[config.mk]
export PLATFORM = sky130hd
export DESIGN_NAME = ro_scan_controller
export DESIGN_NICKNAME = d
export VERILOG_FILES = /design/src/rtl/ro_scan_pkg.sv /design/src/rtl/ro_edge_counter.sv /design/src/rtl/ro_scan_controller.sv
export SDC_FILE = /design/constraint.sdc
export NUM_CORES = 1
export LEC_CHECK = 0
export CORE_MARGIN = 3
export CORE_UTILIZATION = 51
export CTS_BUF_LIST = sky130_fd_sc_hd__clkbuf_16
export DETAILED_ROUTE_END_ITERATION = 10
export PLACE_DENSITY = 0.77
export REMOVE_ABC_BUFFERS = 1
export SYNTH_ARGS = -nofsm -noshare
export SYNTH_HDL_FRONTEND = slang
export SYNTH_HIERARCHICAL = 1
export SYNTH_SLANG_ARGS = --single-unit
[constraint.sdc]
create_clock -name wb_clk_i -period 12.6 [get_ports wb_clk_i]
set_clock_uncertainty 0.05 [all_clocks]
set_input_delay 3.78 -clock wb_clk_i [delete_from_list [all_inputs] [get_ports wb_clk_i]]
set_output_delay 3.78 -clock wb_clk_i [all_outputs]
set_load 0.05 [all_outputs]
[src/rtl/ro_scan_pkg.sv]
// Shared types and constants for the ring-oscillator scan controller.
package ro_scan_pkg;

    localparam int IDX_W    = 4;
    localparam int MIN_WAIT = 1;

    typedef enum logic [2:0] {
        S_IDLE,
        S_SELECT,
        S_WARMUP,
        S_GATE,
        S_REPORT,
        S_NEXT
    } state_t;

endpackage

[src/rtl/ro_edge_counter.sv]
// Synchronises the muxed oscillator output, detects rising edges and counts them.
// RO_SCAN_SAT_EN defined: saturating counter; otherwise the counter wraps.
module ro_edge_counter #(
    parameter int COUNT_W = 24
) (
    input  logic               clk,
    input  logic               rst,
    input  logic               clr,
    input  logic               en,
    input  logic               ro_in,
    output logic [COUNT_W-1:0] count_next,
    output logic               ovf_next
);

    localparam logic [COUNT_W-1:0] CNT_MAX = '1;

    logic               sync1, sync2, sync3;
    logic               rise;
    logic [COUNT_W-1:0] count;
    logic               ovf;

    always_ff @(posedge clk or posedge rst) begin
        if (rst) begin
            sync1 <= 1'b0;
            sync2 <= 1'b0;
            sync3 <= 1'b0;
        end else begin
            sync1 <= ro_in;
            sync2 <= sync1;
            sync3 <= sync2;
        end
    end

    assign rise = sync2 & ~sync3;

    always_comb begin
        count_next = count;
        ovf_next   = ovf;
        if (clr) begin
            count_next = '0;
            ovf_next   = 1'b0;
        end else if (en && rise) begin
`ifdef RO_SCAN_SAT_EN
            if (count != CNT_MAX) count_next = count + COUNT_W'(1);
            if (count_next == CNT_MAX) ovf_next = 1'b1;
`else
            count_next = count + COUNT_W'(1);
            if (count == CNT_MAX) ovf_next = 1'b1;
`endif
        end
    end

    always_ff @(posedge clk or posedge rst) begin
        if (rst) begin
            count <= '0;
            ovf   <= 1'b0;
        end else begin
            count <= count_next;
            ovf   <= ovf_next;
        end
    end

endmodule

[src/rtl/ro_scan_controller.sv]
// Walks the masked ring oscillators, gates an edge count on each one and streams
// (idx, count, ovf) results. Counter saturation is selected by RO_SCAN_SAT_EN.
//
// state  | meaning
// IDLE   | waiting for go_i
// SELECT | mux select settling, oscillator stopped
// WARMUP | oscillator running, counter cleared on the last cycle
// GATE   | counting synchronised rising edges
// REPORT | result presented, waiting for the handshake
// NEXT   | step to the next masked oscillator or finish the scan
module ro_scan_controller
    import ro_scan_pkg::*;
#(
    parameter int NUM_RO  = 16,
    parameter int COUNT_W = 24,
    parameter int GATE_W  = 20,
    parameter int WAIT_W  = 8
) (
    input  logic                      wb_clk_i,
    input  logic                      wb_rst_i,
    input  logic                      go_i,
    input  logic                      abort_i,
    input  logic [NUM_RO-1:0]         ro_mask_i,
    input  logic [4:0]                stage_cfg_i,
    input  logic [WAIT_W-1:0]         settle_i,
    input  logic [WAIT_W-1:0]         warmup_i,
    input  logic [GATE_W-1:0]         gate_i,
    input  logic                      ro_in_i,
    output logic [$clog2(NUM_RO)-1:0] sel_o,
    output logic                      start_o,
    output logic [4:0]                stage_o,
    output logic                      res_valid_o,
    input  logic                      res_ready_i,
    output logic [$clog2(NUM_RO)-1:0] res_idx_o,
    output logic [COUNT_W-1:0]        res_count_o,
    output logic                      res_ovf_o,
    output logic                      busy_o,
    output logic                      done_o
);

    localparam int SEL_W = $clog2(NUM_RO);
    localparam int TMR_W = (GATE_W > WAIT_W) ? GATE_W : WAIT_W;

    state_t              state, state_next;
    logic [TMR_W-1:0]    timer, timer_d;
    logic [SEL_W-1:0]    idx_d, first_idx, next_idx;
    logic                found_next;
    logic [NUM_RO-1:0]   mask_q;
    logic [WAIT_W-1:0]   settle_q, warmup_q;
    logic [GATE_W-1:0]   gate_q;
    logic                start_d, valid_d, busy_d, done_d;
    logic                load_res, latch_cfg;
    logic                cnt_clr, cnt_en;
    logic [COUNT_W-1:0]  cnt_next;
    logic                ovf_next;

    // A programmed length of 0 behaves as 1; the timer holds length-1 and exits at 0.
    function automatic logic [TMR_W-1:0] wait_load(input logic [TMR_W-1:0] len);
        return (len == '0) ? '0 : len - TMR_W'(MIN_WAIT);
    endfunction

    always_comb begin
        first_idx  = '0;
        next_idx   = '0;
        found_next = 1'b0;
        for (int i = NUM_RO - 1; i >= 0; i--) begin
            if (ro_mask_i[i]) first_idx = SEL_W'(i);
            if (mask_q[i] && (i > int'(sel_o))) begin
                next_idx   = SEL_W'(i);
                found_next = 1'b1;
            end
        end
    end

    always_ff @(posedge wb_clk_i or posedge wb_rst_i) begin
        if (wb_rst_i) begin
            state <= S_IDLE;
            timer <= '0;
        end else begin
            state <= state_next;
            timer <= timer_d;
        end
    end

    always_comb begin
        state_next = state;
        timer_d    = (timer != '0) ? timer - TMR_W'(1) : timer;
        idx_d      = sel_o;
        if (abort_i) begin
            state_next = S_IDLE;
        end else begin
            case (state)
                S_IDLE: begin
                    if (go_i && (ro_mask_i != '0)) begin
                        state_next = S_SELECT;
                        idx_d      = first_idx;
                        timer_d    = wait_load(TMR_W'(settle_i));
                    end
                end
                S_SELECT: begin
                    if (timer == '0) begin
                        state_next = S_WARMUP;
                        timer_d    = wait_load(TMR_W'(warmup_q));
                    end
                end
                S_WARMUP: begin
                    if (timer == '0) begin
                        state_next = S_GATE;
                        timer_d    = wait_load(TMR_W'(gate_q));
                    end
                end
                S_GATE: begin
                    if (timer == '0) state_next = S_REPORT;
                end
                S_REPORT: begin
                    if (res_valid_o && res_ready_i) state_next = S_NEXT;
                end
                S_NEXT: begin
                    if (found_next) begin
                        state_next = S_SELECT;
                        idx_d      = next_idx;
                        timer_d    = wait_load(TMR_W'(settle_q));
                    end else begin
                        state_next = S_IDLE;
                    end
                end
                default: state_next = S_IDLE;
            endcase
        end
    end

    // Outputs are registered, so their next values derive from state_next.
    always_comb begin
        start_d   = (state_next == S_WARMUP) || (state_next == S_GATE);
        valid_d   = (state_next == S_REPORT);
        busy_d    = (state_next != S_IDLE);
        latch_cfg = !abort_i && (state == S_IDLE) && go_i;
        done_d    = !abort_i && (((state == S_IDLE) && go_i && (ro_mask_i == '0)) ||
                                 ((state == S_NEXT) && !found_next));
        load_res  = (state == S_GATE) && (state_next == S_REPORT);
        cnt_clr   = (state == S_WARMUP) && (timer == '0);
        cnt_en    = (state == S_GATE);
    end

    always_ff @(posedge wb_clk_i or posedge wb_rst_i) begin
        if (wb_rst_i) begin
            sel_o       <= '0;
            start_o     <= 1'b0;
            stage_o     <= '0;
            res_valid_o <= 1'b0;
            res_idx_o   <= '0;
            res_count_o <= '0;
            res_ovf_o   <= 1'b0;
            busy_o      <= 1'b0;
            done_o      <= 1'b0;
            mask_q      <= '0;
            settle_q    <= '0;
            warmup_q    <= '0;
            gate_q      <= '0;
        end else begin
            sel_o       <= idx_d;
            start_o     <= start_d;
            res_valid_o <= valid_d;
            busy_o      <= busy_d;
            done_o      <= done_d;
            if (latch_cfg) begin
                mask_q   <= ro_mask_i;
                stage_o  <= stage_cfg_i;
                settle_q <= settle_i;
                warmup_q <= warmup_i;
                gate_q   <= gate_i;
            end
            // The counter's next value is what it holds after the last GATE cycle.
            if (load_res) begin
                res_idx_o   <= sel_o;
                res_count_o <= cnt_next;
                res_ovf_o   <= ovf_next;
            end
        end
    end

    ro_edge_counter #(
        .COUNT_W (COUNT_W)
    ) u_edge_counter (
        .clk        (wb_clk_i),
        .rst        (wb_rst_i),
        .clr        (cnt_clr),
        .en         (cnt_en),
        .ro_in      (ro_in_i),
        .count_next (cnt_next),
        .ovf_next   (ovf_next)
    );

endmodule

==> Word level (Yosys, flattened, before mapping) <==
Cells that the tools add are included.
Widths: inputs -> output; s select.
{ "op_classes": {"n_reduce_logical": 42, "order_cmp": 15, "n_mux": 73, "eq_ne": 11, "addsub": 6, "bitwise_logic": 3} }
{ "ops": {"columns": ["cell", "n"], "rows": [
  ["$mux 20", 10],
  ["$mux 4", 33],
  ["$pmux 20 s4", 1],
  ["$mux 24", 2],
  ["$logic_not 20->1", 2],
  ["$sub 20x1->20 const B", 2],
  ["$gt 4x4->1 const A", 8],
  ["$sub 8x1->9 const B", 3],
  ["$logic_and 1x1->1", 26],
  ["$add 24x1->24 const B", 1],
  ["$eq 24x24->1 const B", 1],
  ["$logic_not 8->1", 3],
  ["$reduce_bool 20->1", 1],
  ["$mux 1", 19],
  ["$mux 3", 6],
  ["$pmux 3 s6", 1],
  ["$gt 3x4->1 const A", 4],
  ["$logic_not 16->1", 1],
  ["$reduce_bool 16->1", 1],
  ["$eq 3x2->1 const B", 4],
  ["$eq 3x3->1 const B", 3],
  ["$gt 2x4->1 const A", 2],
  ["$pmux 4 s2", 1],
  ["$gt 1x4->1 const A", 1],
  ["other kinds (10)", 14]
]} }
{ "word_totals": {"inputBits": 63, "wordCells": 170, "out_inout_bits": 42, "ff_bits": 145} }

==> Logic depth before layout (Yosys ltp) <==
Gate-level depths: netlist (run 1).
{ "logic_depth": {"ltp_word": 22, "depth_mapped": 12, "ltp_nobuf": 10} }

==> By module <==
Netlist (run 1), hierarchy kept.
{ "modules_own_cells": {"columns": ["mod", "instances", "area_each_um2", "cells_each", "seq_area_each_um2"], "rows": [
  ["ro_scan_controller", 1, 6652.6, 657, 2902.8],
  ["ro_edge_counter", 1, 1423.9, 142, 700.7]
]} }

==> Worst setup path after synthesis (run 1) <==
Ideal clock, no wire load.
{ "synth_timing": {"path_kind": "input port to flip-flop", "start": "in settle_i[0]", "end": "reg timer[3]", "setup_slack_ns": 7.134, "arrival_ns": 5.287, "path_buffers": 0, "required_time_ns": 12.420, "path_stages": 8, "setup_time_ns": 0.130, "cell_sequence": "inv_1 ha_1 nor3b_1 nand2_1 o2111ai_1 o221ai_1 o31ai_1 a21oi_1"} }
{ "synth_via": {"elab_chain_len": 5, "word_cells_on_any_way": 6, "cone_classes": "add/sub: 1; mux: 4; reduce/logical: 1"} }
{ "synth_lines": {"columns": ["item", "line_no", "source"], "rows": [
  ["start: declaration", "ro_scan_controller.sv:25", "input logic [WAIT_W-1:0] settle_i,"],
  ["$sub 8x1->9 or $logic_not 8->1 (tied branches)", "ro_scan_controller.sv:59", "return (len == '0) ? '0 : len - TMR_W'(MIN_WAIT);"],
  ["$mux 20 (*)", "ro_scan_controller.sv:59", null],
  ["$mux 20 (*)", "ro_scan_controller.sv:94", "if (go_i && (ro_mask_i != '0)) begin"],
  ["$pmux 20 s4 (*)", "ro_scan_controller.sv:92", "case (state)"],
  ["$mux 20 (*)", "ro_scan_controller.sv:89", "if (abort_i) begin"],
  ["named net timer_d[3]", "ro_scan_controller.sv:45", "logic [TMR_W-1:0] timer, timer_d;"],
  ["end signal: assignment", "ro_scan_controller.sv:81", "timer <= timer_d;"],
  ["end: declaration", "ro_scan_controller.sv:45", null]
]} }
Mark *: on every way through the listed nets, which the timed path passes. The rest lies on a longest branch.
A chain may end at the register's enable or synchronous reset.

==> Final worst setup path (run 1) <==
{ "layout_timing": {"start": "in abort_i", "end": "reg timer[5]"} }
{ "layout_via": {"elab_chain_len": 1} }
{ "layout_lines": {"columns": ["item", "line_no", "source"], "rows": [
  ["start: declaration", "ro_scan_controller.sv:22", "input logic abort_i,"],
  ["$mux 20", "ro_scan_controller.sv:89", null],
  ["named net timer_d[5]", "ro_scan_controller.sv:45", null]
]} }
The timed path passes the listed nets, and every way through them passes these cells.

==> summary.txt, run 1 <==
Status = finished clean
Largest net degree at the start of global routing = 79
First-pass GRT wire length = 31.9 mm
P_int = 1.03 mW
Hold WC Path Type = reg -> reg
Crit path kind = in -> reg
Synthesized area per cell = 10.1 um2
Final ANT Viol Nets = 0
Tcrit/Tclk final = 0.475
Peak supply drop = 0.133 mV
Initial antenna violation count = 0
CP endpoint kind = flop
Max_cap viols = 0
Total GRT Usage = 0.221
Most frequent CP cell = o21ai_0
Gate Count Post-Synth = 799
Worst endpoint data arrival time = 6220 ps
Final Instance Area = 9830 um2
Reg-to-reg setup timing slack = 9220 ps
Final Hold Fails = 0
Post-CTS Setup Repair Bufs = 0
Seq cells post-synth = 144
Leak Pwr = 4.02 nW
Placed insts = 1083
Drt initial violations = 539
Cell Rows = 45
EDFF count, synth = 0
Net Sw Frac = 0.327
Clock power frac = 0.334
Primary FF master, synth = dfrtp_1
GRT overflow = 0
Worst path required time = 12830 ps
CTS tree = done
Final core occ = 0.639
Fraction of final layout cells sized beyond drive strength 1 = 0.155
Final setup viols = 0
Distinct cells, synth = 82
CTS Buf Count = 17
CTS H-Tree Depth = 4
Post-Syn Area = 8080 um2
# hold bufs at CTS = 0
Max Slew Vio Count = 0
DIE AREA = 17400 um2
Post-CTS sizing = 0
Clock sink total = 144
Routability Congestion = 0.902
Worst path slowest cell = clkdlybuf4s50_1
Avg WL per Cell = 17.1 um
CP bufs+invs = 1
Worst-skew pair later-pin latency = 420 ps
Pre-Repair DR Iteration Count = 5
Area growth syn-to-layout = 21.7%
Crit path cell chain = clkdlybuf4s50_1, a211o_1, a221oi_2, nand2_1, o21ai_0, o21ai_0
Vias post-DR = 6604
Most frequent cell after synthesis = dfrtp_1
Post-synthesis sequential area ratio = 0.446
Drt total wl = 19.1 mm
Worst-path fanout max = 15
CP startpoint kind = input pin
Worst slew margin = 0.269
Combinational share of power = 0.262
Synth warnings = 6
Psw = 0.502 mW
Largest stage delay, worst path = 750 ps
Core Footprint = 15400 um2
Chip Width = 132 um
Clock slew at reported path FFs = 60 ps
Synth top area share = 0.446
Nets = 962
RSZ-0062 raised after global routing = no
Initial Util = 0.525
Clk root buf = clkbuf_16
IO Port Bufs = 104
PD cells = 156 nW/um2
Post-route minimum period = 5990 ps
Fmax = 0.167 GHz
Async SR Flop Fraction = 1.00
Die Span Y = 132 um
Number of diodes = 0
HPWL Detailed = 13.2 mm
Largest cells by area after synthesis = dfrtp_1, mux2_2, xnor2_1, xor2_1, a21oi_1
Vias in the first global route = 6399
Clock tree buffer depth = 2
DP Area = 9230 um2
Reg power frac = 0.404
Final Non-Filler Cells = 1115
Worst-Margin Slew = 1090 ps
Critical path's top delay family = compound AO/OA/AOI/OAI gates
Top post-synthesis cells by count = dfrtp_1, mux2_2, nor2_1
Setup TNS = 0 ps
I/O pins = 105
DR vias/cell = 5.92
Largest area contributor in the netlist = dfrtp_1
Number of remaining DRC errors = 0
[power groups by stage]
stage,clock [mW],sequential [mW],combinational (mW)
after floorplan,0,0.625,0.277
after global placement,0,0.623,0.389
after detailed placement,0,0.627,0.395
after CTS,0.517,0.619,0.400
after global routing,0.540,0.633,0.443
final,0.513,0.621,0.403
[worst register-to-register path, cell delays in order (launching register included)]
cell and delay [ps]:
dfrtp_1 430, inv_1 100, ha_1 160, or4b_1 450, nor3_2 170, and3_1 690
a22oi_2 170, nor3b_4 200, buf_4 430, mux2_2 400
[logic make-up after synthesis]
group           after synthesis  share of synthesized area
flops                       144                      0.446
buf+inv                      61                     0.0366
mux                          81                      0.117
xor+xnor                     55                     0.0596
simple gates                267                      0.180
fa+ha+maj                     8                     0.0124
compound gates              183                      0.147
[layout by cell type (no fill, tap or decap), drive strengths merged, types with 4 or more instances in the layout]
master	count
xor2	26
and2	7
o221ai	4
nand4	12
nand2b	5
o21ai	42
and4	4
nor2	56
or4	12
mux2	80
clkdlybuf4s50	104
a21boi	5
ha	8
nand2	54
nor3b	7
a21o	6
clkinv	6
o22ai	20
and3	7
nand3	20
o31ai	14
nor4	17
a22oi	5
or3	13
nor3	29
xnor2	29
a31oi	8
dfrtp	144
o21a	5
inv	28
nor2b	5
a21oi	42
clkbuf	17
buf	5
or2	5
[layout make-up]
cell class	instances	area, um2
Clock buffer	17	425
Clock inverter	15	169
Fill cell	1272	5540
Inverter	25	96.3
Multi-Input combinational cell	594	4190
Sequential cell	144	3600
Tap cell	211	264
Timing Repair Buffer	109	1080
[sequential cells by signal, summed over array words and instances, names as in the netlist, 5 cells and up]
| name | cells |
|---|---|
| res_count_o | 24 |
| u_edge_counter/count | 24 |
| gate_q | 20 |
| timer | 20 |
| mask_q | 15 |
| settle_q | 8 |
| warmup_q | 8 |
| stage_o | 5 |
[per-stage QoR]
stage	worst slack (ps)	hold slack (ps)	power [mW]
CTS	6640	305	1.54
global placement	6230	295	1.01
global route	6420	320	1.61
finish	6610	299	1.54
detailed placement	6180	294	1.02
floorplan	5700	281	0.902
[layer usage]
metal / wire (um) / GRT usage / vias to the layer above
li1: - / - / 3128
met1: 8710 / 0.303 / 3242
met2: 9170 / 0.358 / 209
met3: 926 / 0.0485 / 25
met4: 278 / 0.0607 / 0
met5: 0 / 0 / -
[worst paths after layout]
kind                                       from                    to  cells past startpoint
max                                     abort_i              timer[5]                      6
min                        u_edge_counter/sync1  u_edge_counter/sync2                      0
max reg2reg                            timer[0]        res_count_o[8]                      9
min reg2reg                u_edge_counter/sync1  u_edge_counter/sync2                      0
max in group asynchronous              wb_rst_i        res_count_o[7]                      3
min in group asynchronous              wb_rst_i       res_count_o[17]                      2
No activity file was read; power rests on OpenSTA's default activity.
==> inputs of run 2 (changes only) <==
- PLACE_DENSITY: 0.77 -> 0.8
- clock period: 12.6 -> 5 ns (I/O delays scaled with it)
==> summary.txt, run 2 (synthesis results as in run 1) <==
Status = finished clean
Nets = 965
Reg2Reg Launch Point = timer[0]
Number of remaining DRC errors = 0
Clk root buf = clkbuf_16
Drt initial violations = 646
RSZ-0062 raised after global routing = no
DIE AREA = 17400 um2
Placed insts = 1086
Max Slew Vio Count = 0
Most common cell after layout, fill and taps aside = dfrtp_1
Final Instance Area = 9840 um2
Multi-input gate area = 4190 um2
Crit path kind = in -> reg
Worst endpoint data arrival time = 3980 ps
Cells on worst reg2reg path = 10
Initial antenna violation count = 0
Peak supply drop = 0.274 mV
GRT overflow = 0
Core Footprint = 15400 um2
Reg-to-reg setup timing slack = 1970 ps
HPWL Detailed = 13.2 mm
CP endpoint kind = flop
CTS tree = done
# hold bufs at CTS = 0
Setup TNS = 0 ps
Worst-path fanout max = 8
Worst slew margin = 0.262
Total GRT Usage = 0.223
Die Span Y = 132 um
I/O pins = 105
Met1 wire length = 8.52 mm
Post-CTS sizing = 0
R2r endpoint = timer[13]
Max_cap viols = 0
Hold path depth = 0
IO Port Bufs = 104
Clock tree buffer depth = 2
Sequential cell area = 3600 um2
Largest registers = res_count_o: 24 flops, u_edge_counter/count: 24 flops
Number of diodes = 0
DP Area = 9270 um2
Post-CTS Setup Repair Bufs = 0
Cell Rows = 45
Tcrit/Tclk final = 0.746
Largest net degree at the start of global routing = 64
Drt total wl = 19.2 mm
Initial Util = 0.525
Post-route minimum period = 3730 ps
Area growth syn-to-layout = 21.9%
Fmax = 0.268 GHz
CP startpoint kind = input pin
# fillers = 1237
First-pass GRT wire length = 32.1 mm
Hold WC Path Type = reg -> reg
Routability Congestion = 0.922
Final Non-Filler Cells = 1117
Final setup viols = 0
Clock sink total = 144
Most frequent cells in the layout = dfrtp_1, clkdlybuf4s50_1, mux2_2
Worst Hold Path EP = u_edge_counter/sync2
Met2 routed WL = 9.23 mm
CTS H-Tree Depth = 4
Chip Width = 132 um
Final ANT Viol Nets = 0
Worst hold start = u_edge_counter/sync1
Worst-Margin Slew = 1110 ps
Clock slew at reported path FFs = 60 ps
Met3 WL = 1.07 mm
CTS Buf Count = 17
Worst-skew pair later-pin latency = 430 ps
Vias in the first global route = 6388
Final Hold Fails = 0
Worst path required time = 5250 ps
Top sig layer = met4
DR vias/cell = 5.93
Vias post-DR = 6619
Fraction of final layout cells sized beyond drive strength 1 = 0.156
Avg WL per Cell = 17.2 um
PD cells = 390 nW/um2
Pre-Repair DR Iteration Count = 5
Leak Pwr = 4.04 nW
## run 2: cell count changes in the layout (fill, tap and decap cells not counted)
cell        delta
clkinv_2       +1
buf_12         +1
inv_1          +1
clkinvlp_4     -1
inv_8          -1
clkinv_4       -1
buf_4          +2
## run 2: cell type report
cell class                      instances  area share
Inverter                               25     0.00979
Tap cell                              211      0.0268
Clock inverter                         14      0.0153
Clock buffer                           17      0.0432
Multi-Input combinational cell        594       0.426
Timing Repair Buffer                  112       0.113
Sequential cell                       144       0.366
## run 2: worst max path at each step
stage,start,end,slack [ps],cells after the start
final,ro_mask_i[5],timer[3],1270,7
after global routing,settle_i[0],timer[3],1160,9
after CTS,ro_mask_i[5],timer[3],1360,7
after detailed placement,settle_i[0],timer[3],950,9
after global placement,settle_i[0],timer[3],1000,9
after floorplan,wb_rst_i,busy_o,380,1
## run 2: power by group
group          internal [mW]  switching [mW]
clock network          0.771           0.485
registers               1.34           0.222
logic                  0.485           0.536
total                   2.60            1.24
## run 2: per-stage QoR
| step | hold WS, ps | total power, mW | setup slack (ps) | util |
|---|---|---|---|---|
| final | 295 | 3.84 | 1270 | 0.640 |
| after global routing | 314 | 4.04 | 1160 | 0.640 |
| after CTS | 303 | 3.84 | 1360 | 0.640 |
| after detailed placement | 292 | 2.58 | 951 | 0.603 |
| after global placement | 289 | 2.55 | 996 | 0.603 |
| after floorplan | 281 | 2.27 | 378 | - |
## run 2: routing by layer
metal / vias to the layer above / track usage
met3: 35 / 0.0435
met4: 0 / 0.0683
li1: 3145 / -
met2: 236 / 0.363
met1: 3203 / 0.305
met5: - / 0
## run 2: worst max-delay path, cell delays in order
cell and delay [ps]:
clkdlybuf4s50_1 480, nor4_1 650, nand4_1 340, o2111ai_1 430, o221ai_1 240, o31ai_1 240, a21oi_1 100
